<file path="src/rtl/pe_ctx_sequencer.sv">
// Config loader and context sequencer for a row of PEs: stores NUM_CTX x NUM_PE
// control words, then replays one context per cycle. Optional `stall` input via PE_SEQ_STALL_EN.
module pe_ctx_sequencer #(
    parameter  int NUM_PE  = 4,
    parameter  int NUM_CTX = 4,
    localparam int CTX_W   = $clog2(NUM_CTX),
    localparam int WORD_W  = $clog2(NUM_CTX * NUM_PE)
) (
    input  logic                  clock,
    input  logic                  reset,
    input  logic                  cfg_valid,
    output logic                  cfg_ready,
    input  logic [7:0]            cfg_data,
    input  logic                  cfg_clear,
    input  logic                  start,
    input  logic                  stop,
    input  logic [7:0]            iter_count,
`ifdef PE_SEQ_STALL_EN
    input  logic                  stall,
`endif
    output logic                  pe_en,
    output logic [8*NUM_PE-1:0]   pe_ctrl,
    output logic [CTX_W-1:0]      ctx_idx,
    output logic                  out_valid,
    output logic                  done,
    output logic                  busy,
    output logic [1:0]            state_dbg
);

    typedef enum logic [1:0] {S_LOAD = 2'd0, S_READY = 2'd1, S_RUN = 2'd2, S_DRAIN = 2'd3} state_t;

    state_t            state_q, state_d;
    logic [WORD_W-1:0] word_cnt;
    logic [7:0]        pass_cnt;
    logic [7:0]        iter_q;
    logic [7:0]        store_mem [NUM_CTX*NUM_PE];
    logic              stall_i;
    logic              word_acc;
    logic              last_word;
    logic              last_ctx;
    logic              last_pass;
    logic              start_ok;

`ifdef PE_SEQ_STALL_EN
    assign stall_i = stall;
`else
    assign stall_i = 1'b0;
`endif

    // Config stream: a word transfers on any cycle where cfg_valid and cfg_ready
    // are both high; cfg_valid is ignored while cfg_ready is low.
    assign word_acc  = cfg_valid & cfg_ready;
    assign last_word = (word_cnt == WORD_W'(NUM_CTX * NUM_PE - 1));
    assign last_ctx  = (ctx_idx == CTX_W'(NUM_CTX - 1));
    assign last_pass = (pass_cnt == iter_q - 8'd1);
    assign start_ok  = start & (iter_count != 8'd0);

    always_comb begin
        state_d = state_q;
        case (state_q)
            S_LOAD:  if (word_acc && last_word) state_d = S_READY;
            S_READY: begin
                if (cfg_clear)     state_d = S_LOAD;
                else if (start_ok) state_d = S_RUN;
            end
            S_RUN: begin
                if (stop)                                  state_d = S_DRAIN;
                else if (!stall_i && last_ctx && last_pass) state_d = S_DRAIN;
            end
            S_DRAIN: state_d = S_READY;
            default: state_d = S_LOAD;
        endcase
    end

    assign cfg_ready = (state_q == S_LOAD);
    assign pe_en     = (state_q == S_RUN) & ~stall_i;
    assign done      = (state_q == S_DRAIN);
    assign busy      = (state_q == S_RUN) | (state_q == S_DRAIN);
    assign state_dbg = state_q;

    always_comb begin
        pe_ctrl = '0;
        if (pe_en) begin
            for (int p = 0; p < NUM_PE; p++) begin
                pe_ctrl[8*p +: 8] = store_mem[WORD_W'(int'(ctx_idx) * NUM_PE + p)];
            end
        end
    end

    // Store is written in ctx-major order straight from the word counter.
    always_ff @(posedge clock) begin
        if (word_acc) store_mem[word_cnt] <= cfg_data;
    end

    always_ff @(posedge clock) begin
        if (reset) begin
            state_q   <= S_LOAD;
            word_cnt  <= '0;
            ctx_idx   <= '0;
            pass_cnt  <= '0;
            iter_q    <= '0;
            out_valid <= 1'b0;
        end else begin
            state_q   <= state_d;
            out_valid <= pe_en;
            case (state_q)
                S_LOAD: begin
                    if (word_acc) word_cnt <= last_word ? '0 : word_cnt + 1'b1;
                end
                S_READY: begin
                    if (cfg_clear) begin
                        word_cnt <= '0;
                    end else if (start_ok) begin
                        iter_q   <= iter_count;
                        ctx_idx  <= '0;
                        pass_cnt <= '0;
                    end
                end
                S_RUN: begin
                    // Leaving RUN parks the index at 0 so DRAIN and READY show context 0.
                    if (state_d == S_DRAIN) begin
                        ctx_idx <= '0;
                    end else if (!stall_i) begin
                        ctx_idx <= last_ctx ? '0 : ctx_idx + 1'b1;
                        if (last_ctx) pass_cnt <= pass_cnt + 8'd1;
                    end
                end
                S_DRAIN: begin
                    ctx_idx  <= '0;
                    pass_cnt <= '0;
                end
                default: ;
            endcase
        end
    end

endmodule

</file>
<file path="config.mk">
export PLATFORM = sky130hd
export DESIGN_NAME = pe_ctx_sequencer
export DESIGN_NICKNAME = d
export VERILOG_FILES = /design/src/rtl/pe_ctx_sequencer.sv
export SDC_FILE = /design/constraint.sdc
export NUM_CORES = 1
export LEC_CHECK = 0
export BUFFER_PORTS_ARGS = -buffer_cell sky130_fd_sc_hd__buf_2
export CORE_ASPECT_RATIO = 1.75
export CORE_MARGIN = 2
export CORE_UTILIZATION = 50
export DETAILED_ROUTE_END_ITERATION = 12
export PLACE_DENSITY = 0.72
export SYNTH_ARGS = -nofsm -noshare
export SYNTH_HDL_FRONTEND = slang
export SYNTH_SLANG_ARGS = --single-unit
</file>
<file path="constraint.sdc">
create_clock -name clock -period 5.3 [get_ports clock]
set_input_delay 0 -clock clock [delete_from_list [all_inputs] [get_ports clock]]
set_output_delay 0 -clock clock [all_outputs]
set_load 0.02 [all_outputs]
</file>
==> results.txt, run 1 <==
----------------------------------------------------
[Clock network]
  Setup bufs post-CTS ... 0
  Number of buffers on the longest clock path ... 2
  Sink count of the clock tree ... 155
  Number of H-tree levels ... 4
  Insertion delay of the later-clocked pin in the worst-skew pair ... 0.41 ns
  Num CTS Buffers ... 17
  Clock-pin slew on the worst setup and hold paths ... 0.06 ns
  Root Buffer ... sky130_fd_sc_hd__clkbuf_16
  Clock tree from TritonCTS ... yes

[Logic synthesis]
  Average instance area after synthesis ... between 15 and 20 µm²
  Ranking of synthesized cells by area ... sky130_fd_sc_hd__edfxtp_1 60%, sky130_fd_sc_hd__mux4_2 11%, sky130_fd_sc_hd__dfxtp_1 8.4%, sky130_fd_sc_hd__nor2b_1 3.3%, sky130_fd_sc_hd__a21oi_1 1.4%
  Synthesized net count ... ~440
  Synth Cell Area ... ~0.0064 mm²
  Count of cell types in the netlist ... between 50 and 60
  Number of flops mapped to enable cells by yosys ... about 130
  Area share of the largest cell type after synthesis ... between 60% and 70%
  Synth Instances ... ~410
  Warnings, synthesis ... 0
  Flop and latch count out of synthesis ... ~160
  Flip-flop cell with the highest count after synthesis ... sky130_fd_sc_hd__edfxtp_1
  Library cell with the largest summed area after synthesis ... sky130_fd_sc_hd__edfxtp_1
  Share of flip-flops with an asynchronous set or reset ... 0%
  Sequential element share of the synthesized area ... ~70%

[Setup path]
  Startpoint class of the critical path ... flop
  Worst setup path class ... flop to flop
  Top fanout value on the critical path ... 28
  FF-to-FF setup slack ... between 2 and 2.5 ns
  CP Capture Type ... flop
  Data arrival time at the worst-slack endpoint ... 3.20 ns
  Required time of the critical path ... around 5.6 ns

[GRT]
  Aggregate global routing overflow ... 0
  Tot GR Track Use ... around 21%
  Global-route wire length before repair ... 20640 µm
  Pin count of the biggest net entering global routing ... 29
  Antenna violations before repair ... 0
  Number of global-route vias before repair ... 4023

[Pwr]
  Internal Pwr Total ... roughly 2100 µW
  Maximum resistive drop on vdd ... 0.2060 mV
  Post-layout power ... ~2600 µW
  Areal power density over the cells ... roughly 340 mW/mm²
  Leakage power summed over all cells ... about 0.0027 µW
  Switching power as a share of total power ... 19.75%
  Clock Power Share ... approximately 47%
  Combinational fraction of design power ... around 2.7%
  Share of total power in sequential cells ... between 50% and 60%
  Net switching power of the design ... 523.0 µW

[Final layout]
  Footprint of the multi-input gates ... between 0.0015 and 0.002 mm²
  Count of filler cells inserted in the layout ... ~880
  Synth-to-Final Area Change ... 21.24%
  Antenna cells ... 0
  Final core utilization ... around 62%
  Register area ... roughly 0.0044 mm²
  Share of layout cells above drive strength 1 ... a little over a quarter
  Number of nets in the final layout ... between 500 and 600

[Placement]
  Gp weighted congestion ... ~0.88
  Post-detailed-placement half-perimeter wirelength ... 8592 µm
  Number of buffers added on ports ... 62
  Placement-stage worst setup slack ... 2.379 ns

[Timing]
  Worst path setup slack after routing ... between 2 and 2.5 ns
  Clock period minus worst slack ... roughly 2.9 ns
  Final setup violation count ... 0
  Worst Tran Pin Value ... ~1.3 ns
  Setup TNS Final ... 0 ns
  Final Cycle Share ... approximately 55%
  Final Max Slew Viols ... 0
  Hold violation count in the final report ... 0
  Relative max-transition margin ... about an eighth
  Unrepaired setup endpoints after global routing ... false
  F_max ... roughly 340 MHz
  Worst-case clock skew ... ~0.0077 ns

[Drt]
  Total wire length after detailed routing ... 13500 µm
  Antenna-violating nets left ... 0
  DRC violation total after the first TritonRoute iteration ... between 200 and 250
  Per-cell via count in the routed design ... 5.605
  Wirelength per Cell ... 19.73 µm
  Total via count after detailed routing ... approximately 3800
  DRC violation count after routing ... 0
  1st-pass router iterations ... 4

[Die]
  Placeable core region ... between 0.01 and 0.015 mm²
  Die area ... 0.01376 mm²
  Standard-cell rows ... 54
  Starting density of the core ... 51.23%
  Horiz. Die Dim ... 89.55 µm
  I/O pin total ... 63
  Die boundary height ... between 150 and 200 µm

[Worst hold path]
  Type of the most critical hold path ... primary input to flop

[Status]
  Result of the run ... finished clean

[Flow run]
  Max Cap Violations ... 0

----------------------------------------------------
[synthesized netlist by cell type (3+ instances only)]
cell                         n
sky130_fd_sc_hd__a21oi_1    18
sky130_fd_sc_hd__and2_1      5
sky130_fd_sc_hd__clkbuf_1   17
sky130_fd_sc_hd__dfxtp_1    27
sky130_fd_sc_hd__edfxtp_1  128
sky130_fd_sc_hd__ha_1        7
sky130_fd_sc_hd__inv_1      10
sky130_fd_sc_hd__mux4_2     32
sky130_fd_sc_hd__nand2_1    24
sky130_fd_sc_hd__nand2b_1    5
sky130_fd_sc_hd__nand3_1    12
sky130_fd_sc_hd__nand4_1     3
sky130_fd_sc_hd__nor2_1     23
sky130_fd_sc_hd__nor2b_1    34
sky130_fd_sc_hd__nor3_1     10
sky130_fd_sc_hd__nor4_1      3
sky130_fd_sc_hd__o21ai_0     6
sky130_fd_sc_hd__or3_2       3
sky130_fd_sc_hd__xnor2_1     6
[cell type report]
type | instances | area share, %
sequential | 155 | 56.49
clock buffer | 23 | 6.865
timing repair buffer | 93 | 7.832
clock inverter | 9 | 1.225
tap | 168 | 2.707
inverter | 10 | 0.4835
multi-input combinational | 226 | 24.40
[sequential cells by signal, indices dropped and copies added (netlist names), named ones only]
| signal | count |
|---|---|
| word_cnt | 4 |
| out_valid | 1 |
| state_dbg | 2 |
| ctx_idx | 2 |
| iter_q | 8 |
| store_mem | 128 |
| pass_cnt | 8 |
[what timing repair did]
action	CTS	global route
gates resized for setup	0	0
hold buffers	26	0
endpoints found under the hold margin	70	0
[metal layers]
layer / global-route usage [%] / wire length, µm / vias up
met5: 0 / 0 / -
met3: 3.489 / 475 / 22
met2: 37.01 / 7499 / 108
met1: 23.24 / 5196 / 1943
met4: 9.808 / 325 / 0
li1: - / - / 1761
[final timing paths]
path         cells after the start         from         endpoint
min                              1  cfg_data[2]  store_mem[4][2]
min reg2reg                      2    iter_q[1]        iter_q[1]
max reg2reg                      7   ctx_idx[0]      pass_cnt[0]
max                              7   ctx_idx[0]      pass_cnt[0]
[power groups by stage]
stage          clock network (µW)  logic, µW  registers (µW)
2_1_floorplan                   0       26.6            1360
3_3_place_gp                    0       57.1            1360
3_5_place_dp                    0       60.7            1360
4_1_cts                      1260       70.7            1330
5_1_grt                      1300       77.2            1330
6_report                     1240       70.6            1330
[layout by cell type (no fill, tap or decap), types with 7 or more instances in the layout]
master | synthesis | routed
sky130_fd_sc_hd__nor3_1 | 10 | 10
sky130_fd_sc_hd__nand3_1 | 12 | 12
sky130_fd_sc_hd__nor2_1 | 23 | 23
sky130_fd_sc_hd__mux4_2 | 32 | 32
sky130_fd_sc_hd__edfxtp_1 | 128 | 128
sky130_fd_sc_hd__dlygate4sd3_1 | 0 | 26
sky130_fd_sc_hd__a21oi_1 | 18 | 18
sky130_fd_sc_hd__buf_2 | 1 | 62
sky130_fd_sc_hd__inv_1 | 10 | 10
sky130_fd_sc_hd__nand2_1 | 24 | 24
sky130_fd_sc_hd__ha_1 | 7 | 7
sky130_fd_sc_hd__clkbuf_16 | 0 | 21
sky130_fd_sc_hd__dfxtp_1 | 27 | 26
sky130_fd_sc_hd__nor2b_1 | 34 | 34
[cell families after synthesis]
group / after synthesis / synth area share, %
mux: 35 / 11.76
compound gates: 43 / 4.377
flops: 155 / 68.46
buf+inv: 31 / 1.954
simple gates: 133 / 10.98
fa+ha+maj: 7 / 1.368
xor+xnor: 8 / 1.094
[worst max-delay path, cell delays in order, from the launching register on]
cell,delay [ns]
sky130_fd_sc_hd__dfxtp_2,0.98
sky130_fd_sc_hd__ha_1,0.33
sky130_fd_sc_hd__o211ai_1,0.10
sky130_fd_sc_hd__a211oi_1,0.27
sky130_fd_sc_hd__o2111ai_2,0.21
sky130_fd_sc_hd__a21oi_2,0.43
sky130_fd_sc_hd__nor2_1,0.15
sky130_fd_sc_hd__mux2_2,0.31
[stage by stage]
stage | instance area (µm²) | hold slack (ns) | std cells
after floorplan | 6404 | 0.09887 | 412
after detailed placement | 6875 | 0.2621 | 626
final | 7764 | 0.008481 | 684
after global placement | 6875 | 0.2661 | 626
after global routing | 7764 | 0.007771 | 684
after CTS | 7764 | 0.0005243 | 684
No activity file was read; power rests on OpenSTA's default activity.
==> run 2: changes to the inputs <==
- clock period: 5.3 -> 2.98 ns (I/O delays scaled with it)
==> results.txt, run 2 (synthesized netlist as in run 1, its figures left out) <==
----------------------------------------------------
[Status]
  Result of the run ... finished clean

[Clock network]
  Number of H-tree levels ... 4 (unchanged)
  Sink count of the clock tree ... 155 (unchanged)
  Clock-pin slew on the worst setup and hold paths ... 0.06 ns (about the same)
  Insertion delay of the later-clocked pin in the worst-skew pair ... 0.41 ns (about the same)
  Clock tree from TritonCTS ... yes
  Number of buffers on the longest clock path ... 2 (unchanged)
  Root Buffer ... sky130_fd_sc_hd__clkbuf_16
  Num CTS Buffers ... 17 (unchanged)

[Pwr]
  Internal Pwr Total ... 3600 µW (+69%)
  Net switching power of the design ... 973.8 µW (+86%)
  Leakage power summed over all cells ... 0.002728 µW (+1.9%)
  Combinational fraction of design power ... 2.8% (about the same)
  Areal power density over the cells ... 584.3 mW/mm² (+71%)
  Switching power as a share of total power ... 21.29% (+1.5 points)
  Share of total power in sequential cells ... 51.8% (+1.5 points)
  Clock Power Share ... 45.4% (-1.6 points)
  Maximum resistive drop on vdd ... 0.4511 mV (+120%)
  Post-layout power ... 4573 µW (+73%)

[Die]
  I/O pin total ... 63 (unchanged)
  Die area ... 0.01376 mm² (unchanged)
  Starting density of the core ... 51.23% (unchanged)
  Horiz. Die Dim ... 89.55 µm (unchanged)
  Die boundary height ... 153.7 µm (unchanged)
  Placeable core region ... 0.01250 mm² (unchanged)
  Standard-cell rows ... 54 (unchanged)

[Final layout]
  Register with the highest flop count ... store_mem
  Top flop regs ... store_mem x128, iter_q x8, pass_cnt x8
  Share of layout cells above drive strength 1 ... 28.87% (+1.7 points)
  Commonest cells after routing, fill and taps aside ... 128 x sky130_fd_sc_hd__edfxtp_1, 62 x sky130_fd_sc_hd__buf_2, 34 x sky130_fd_sc_hd__nor2b_1
  Most frequent standard cell in the layout excluding fill and tap cells ... sky130_fd_sc_hd__edfxtp_1
  Number of nets in the final layout ... 546 (+2.6%)
  Flip-flop count of the largest register after layout ... 128 (unchanged)
  Synth-to-Final Area Change ... 22.24%
  Final core utilization ... 62.62% (+0.51 points)
  Antenna cells ... 0 (unchanged)

[Drt]
  1st-pass router iterations ... 4 (unchanged)
  Wirelength per Cell ... 19.67 µm (-0.34%)
  DRC violation total after the first TritonRoute iteration ... 307 (+47%)
  Per-cell via count in the routed design ... 5.542 (-1.1%)
  DRC violation count after routing ... 0 (unchanged)
  Antenna-violating nets left ... 0 (unchanged)
  Total via count after detailed routing ... 3868 (+0.89%)
  Total wire length after detailed routing ... 13730 µm (+1.7%)

[Timing]
  Relative max-transition margin ... 45.52% (+33 points)
  Final Cycle Share ... 87.68% (+33 points)
  Final Max Slew Viols ... 0 (unchanged)
  Worst-case clock skew ... 0.01047 ns (+0.002786 ns)
  Worst Tran Pin Value ... 0.8141 ns (-0.4867 ns)
  Unrepaired setup endpoints after global routing ... false
  Setup TNS Final ... 0 ns (unchanged)
  Clock period minus worst slack ... 2.613 ns (-0.2881 ns)
  Hold violation count in the final report ... 0 (unchanged)
  F_max ... 382.7 MHz (+11%)
  Final setup violation count ... 0 (unchanged)

[Placement]
  Gp weighted congestion ... 0.9283 (+5.7%)
  Post-detailed-placement half-perimeter wirelength ... 8722 µm (+1.5%)
  Number of buffers added on ports ... 62 (unchanged)

[GRT]
  Pin count of the biggest net entering global routing ... 37 (+28%)
  Antenna violations before repair ... 0 (unchanged)
  Tot GR Track Use ... 21.01% (+0.23 points)
  Number of global-route vias before repair ... 4113 (+2.2%)
  Aggregate global routing overflow ... 0 (unchanged)
  Global-route wire length before repair ... 20950 µm (+1.5%)

[Setup path]
  Startpoint class of the critical path ... flop
  Data arrival time at the worst-slack endpoint ... 2.91 ns (-0.29 ns)
  CP Capture Type ... flop
  Number of cells on the worst reg-to-reg path ... 9 (+2)
  FF-to-FF setup slack ... 0.37 ns (-2.03 ns)
  Required time of the critical path ... 3.28 ns (-2.32 ns)
  Worst setup path class ... flop to flop
  Critical R2R Capture ... pass_cnt[0]
  Reg2reg start ... iter_q[0]
  Top fanout value on the critical path ... 13 (-54%)

[Worst hold path]
  Destination of the worst hold path ... word_cnt[0]
  Worst Hold Depth ... 5 (+4)
  Launch instance of the worst min-delay path ... cfg_valid
  Type of the most critical hold path ... primary input to flop

[Flow run]
  Max Cap Violations ... 0 (unchanged)

----------------------------------------------------
## run 2: cell types whose count changed in the layout (fill, tap and decap cells not counted)
| cell | previous run | this run |
|---|---|---|
| sky130_fd_sc_hd__buf_4 | 5 | 16 |
| sky130_fd_sc_hd__clkbuf_1 | 2 | 0 |
| sky130_fd_sc_hd__clkbuf_16 | 21 | 17 |
| sky130_fd_sc_hd__clkinvlp_4 | 0 | 1 |
| sky130_fd_sc_hd__dlygate4sd3_1 | 26 | 29 |
| sky130_fd_sc_hd__inv_6 | 2 | 4 |
| sky130_fd_sc_hd__inv_8 | 1 | 4 |
## run 2: how the worst max path moves through the flow
| stage | startpoint | endpoint | depth (start not counted) |
|---|---|---|---|
| global placement | iter_q[0] | pass_cnt[0] | 9 |
| finish | iter_q[0] | pass_cnt[0] | 9 |
| global route | iter_q[0] | pass_cnt[0] | 9 |
| CTS | iter_q[0] | pass_cnt[0] | 9 |
| floorplan | state_dbg[1] | store_mem[3][0] | 5 |
| detailed placement | iter_q[0] | pass_cnt[0] | 9 |
## run 2: what timing repair did
item                      CTS  global route
setup buffers               0             0
hold buffers               29             0
hold endpoints to repair  113             0
gates resized for setup     0             0
## run 2: worst max-delay path: stages (launching register included)
cell and delay, ns:
sky130_fd_sc_hd__dfxtp_1 0.36, sky130_fd_sc_hd__inv_1 0.08, sky130_fd_sc_hd__ha_1 0.19, sky130_fd_sc_hd__or3b_2 0.48, sky130_fd_sc_hd__nor3_1 0.19, sky130_fd_sc_hd__xnor2_1 0.16
sky130_fd_sc_hd__o2111ai_2 0.18, sky130_fd_sc_hd__a21oi_2 0.42, sky130_fd_sc_hd__nor2_1 0.14, sky130_fd_sc_hd__mux2_2 0.30
## run 2: power groups by stage
stage | clock network (µW) | registers [µW] | logic [µW]
final | 2080 | 2370 | 126
after global routing | 2220 | 2370 | 137
after CTS | 2120 | 2370 | 127
after detailed placement | 0 | 2420 | 106
after global placement | 0 | 2410 | 101
after floorplan | 0 | 2410 | 47.3
## run 2: routing by layer
metal | vias up | track usage, % | wire length (µm)
met5 | - | 0 | 0
met4 | 0 | 8.244 | 247
met3 | 14 | 3.918 | 390
met2 | 108 | 39.01 | 7939
met1 | 1960 | 22.41 | 5149
li1 | 1786 | - | -
## run 2: layout make-up
class | count | area [µm²]
fill | 899 | 4672
sequential | 155 | 4385
multi-input combinational | 226 | 1894
timing repair buffer | 107 | 720.7
clock buffer | 17 | 425.4
tap | 168 | 210.2
clock inverter | 15 | 153.9
inverter | 10 | 37.54
## run 2: through the flow
stage	cell area (µm²)	hold slack, ns	setup WS (ns)	instances
final	7828	0.1189	0.3671	698
after global routing	7828	0.1626	0.1386	698
after CTS	7828	0.09375	0.3587	698
after detailed placement	6958	0.2697	0.3753	637
after global placement	6958	0.2607	0.4688	637
after floorplan	6404	0.09887	0.6641	412
==> run 3: changes to the inputs <==
- RECOVER_POWER: not set -> 25
==> results.txt, run 3 (synthesized netlist as in run 1, its figures left out) <==
----------------------------------------------------
[Status]
  Result of the run ... finished clean

[Drt]
  Uppermost metal layer occupied by signal nets ... met4
  1st-pass router iterations ... 4 (unchanged)
  Per-cell via count in the routed design ... 5.537 (about the same)
  Antenna-violating nets left ... 0 (unchanged)
  Met2 wire length ... 7840 µm (-1.2%)
  Total wire length after detailed routing ... 13710 µm (about the same)
  DRC violation count after routing ... 0 (unchanged)
  Met1 layer wirelength in the final routing ... 5141 µm (-0.16%)
  Wirelength per Cell ... 19.65 µm (about the same)
  Wire length on met3 ... 389 µm (-0.26%)
  DRC violation total after the first TritonRoute iteration ... 306 (-0.33%)
  Total via count after detailed routing ... 3865 (-0.078%)

[Timing]
  Worst-case clock skew ... 0.009390 ns (-0.001083 ns)
  F_max ... 382.7 MHz (about the same)
  Final setup violation count ... 0 (unchanged)
  Relative max-transition margin ... 45.52% (about the same)
  Final Max Slew Viols ... 0 (unchanged)
  Hold Slack ... 0.1076 ns (-0.01131 ns)
  Clock period minus worst slack ... 2.613 ns (-0.0001060 ns)
  Worst Tran Pin Value ... 0.8141 ns (-0.00001121 ns)
  Unrepaired setup endpoints after global routing ... false
  Setup TNS Final ... 0 ns (unchanged)
  Hold violation count in the final report ... 0 (unchanged)
  Final Cycle Share ... 87.68% (about the same)

[Pwr]
  Maximum resistive drop on vdd ... 0.4477 mV (-0.76%)
  Post-layout power ... 4576 µW (about the same)
  Leakage power summed over all cells ... 0.002708 µW (-0.71%)
  Areal power density over the cells ... 585.3 mW/mm² (+0.17%)

[Placement]
  Placed Instance Area ... 0.006958 mm² (unchanged)
  Gp weighted congestion ... 0.9283 (unchanged)
  Post-detailed-placement half-perimeter wirelength ... 8722 µm (unchanged)
  Number of buffers added on ports ... 62 (unchanged)
  Placed cell count ... 637 (unchanged)

[GRT]
  Pin count of the biggest net entering global routing ... 37 (unchanged)
  Number of global-route vias before repair ... 4113 (unchanged)
  Global-route wire length before repair ... 20950 µm (unchanged)
  Aggregate global routing overflow ... 0 (unchanged)
  Antenna violations before repair ... 0 (unchanged)
  Tot GR Track Use ... 21.01% (unchanged)

[Flow run]
  Max Cap Violations ... 0 (unchanged)

[Clock network]
  Num CTS Buffers ... 17 (unchanged)
  Sink count of the clock tree ... 155 (unchanged)
  Clock tree from TritonCTS ... yes
  Count of cells resized by post-cts repair ... 0 (unchanged)
  Number of H-tree levels ... 4 (unchanged)
  Number of buffers on the longest clock path ... 2 (unchanged)
  Clock-pin slew on the worst setup and hold paths ... 0.06 ns (about the same)
  Insertion delay of the later-clocked pin in the worst-skew pair ... 0.42 ns (about the same)
  Root Buffer ... sky130_fd_sc_hd__clkbuf_16

[Setup path]
  Number of cells on the worst reg-to-reg path ... 9 (unchanged)
  Critical R2R Capture ... pass_cnt[0]
  Reg2reg start ... iter_q[0]
  CP Capture Type ... flop
  Data arrival time at the worst-slack endpoint ... 2.91 ns (about the same)
  Timing startpoint of the critical path ... iter_q[0]
  FF-to-FF setup slack ... 0.37 ns (about the same)
  Top fanout value on the critical path ... 13 (unchanged)
  Required time of the critical path ... 3.28 ns (about the same)
  Worst setup path class ... flop to flop
  Startpoint class of the critical path ... flop

[Final layout]
  Top flop regs ... store_mem x128, iter_q x8, pass_cnt x8
  Register with the highest flop count ... store_mem
  Footprint of the multi-input gates ... 0.001894 mm² (unchanged)
  Antenna cells ... 0 (unchanged)
  Count of filler cells inserted in the layout ... 903 (+0.44%)
  Share of layout cells above drive strength 1 ... 27.55% (-1.3 points)
  Flip-flop count of the largest register after layout ... 128 (unchanged)
  Layout Cell Area excl Fill ... 0.007819 mm² (-0.11%)
  Number of nets in the final layout ... 546 (unchanged)
  Register area ... 0.004385 mm² (unchanged)
  Commonest cells after routing, fill and taps aside ... 128 x sky130_fd_sc_hd__edfxtp_1, 55 x sky130_fd_sc_hd__buf_2, 34 x sky130_fd_sc_hd__nor2b_1
  Non-filler instance count after layout ... 698 (unchanged)
  Most frequent standard cell in the layout excluding fill and tap cells ... sky130_fd_sc_hd__edfxtp_1
  Synth-to-Final Area Change ... 22.10%

[Die]
  Horiz. Die Dim ... 89.55 µm (unchanged)
  Die area ... 0.01376 mm² (unchanged)
  I/O pin total ... 63 (unchanged)
  Die boundary height ... 153.7 µm (unchanged)
  Placeable core region ... 0.01250 mm² (unchanged)
  Starting density of the core ... 51.23% (unchanged)
  Standard-cell rows ... 54 (unchanged)

[Worst hold path]
  Worst Hold Depth ... 5 (unchanged)
  Type of the most critical hold path ... primary input to flop
  Launch instance of the worst min-delay path ... cfg_valid
  Destination of the worst hold path ... word_cnt[0]

----------------------------------------------------
[run 3: worst max-delay path, stage by stage (launching register included)]
cell	delay [ns]
sky130_fd_sc_hd__dfxtp_1	0.36
sky130_fd_sc_hd__inv_1	0.08
sky130_fd_sc_hd__ha_1	0.19
sky130_fd_sc_hd__or3b_2	0.48
sky130_fd_sc_hd__nor3_1	0.19
sky130_fd_sc_hd__xnor2_1	0.16
sky130_fd_sc_hd__o2111ai_2	0.18
sky130_fd_sc_hd__a21oi_2	0.42
sky130_fd_sc_hd__nor2_1	0.14
sky130_fd_sc_hd__mux2_2	0.30
[run 3: layout make-up]
class	count	area share, %
inverter	10	0.4801
sequential	155	56.09
multi-input combinational	226	24.23
clock inverter	15	1.968
tap	168	2.688
clock buffer	17	5.441
timing repair buffer	107	9.105
[run 3: power by group]
part           switching, µW  internal [µW]
combinational           71.1           53.5
clock                    899           1180
sequential              7.83           2360
[run 3: worst max-delay path by stage]
stage | depth (start not counted) | slack [ns] | to
3_3_place_gp | 9 | 0.47 | pass_cnt[0]
6_report | 9 | 0.37 | pass_cnt[0]
5_1_grt | 9 | 0.14 | pass_cnt[0]
2_1_floorplan | 5 | 0.66 | store_mem[3][0]
4_1_cts | 9 | 0.36 | pass_cnt[0]
3_5_place_dp | 9 | 0.38 | pass_cnt[0]
[run 3: per-layer routing]
| layer | up-vias | track usage, % |
|---|---|---|
| met5 | - | 0 |
| met4 | 0 | 8.244 |
| met3 | 26 | 3.918 |
| met2 | 97 | 39.01 |
| met1 | 1958 | 22.41 |
| li1 | 1784 | - |
[run 3: through the flow]
stage | worst slack, ns | util, %
floorplan | 0.6641 | -
global placement | 0.4688 | 55.67
detailed placement | 0.3753 | 55.67
CTS | 0.3587 | 62.62
global route | 0.1386 | 62.55
finish | 0.3672 | 62.55
[run 3: what timing repair did]
action | 4_1_cts | 5_1_grt
buffers inserted | 0 | 0
hold buffers | 29 | 0
hold endpoints to repair | 113 | 0
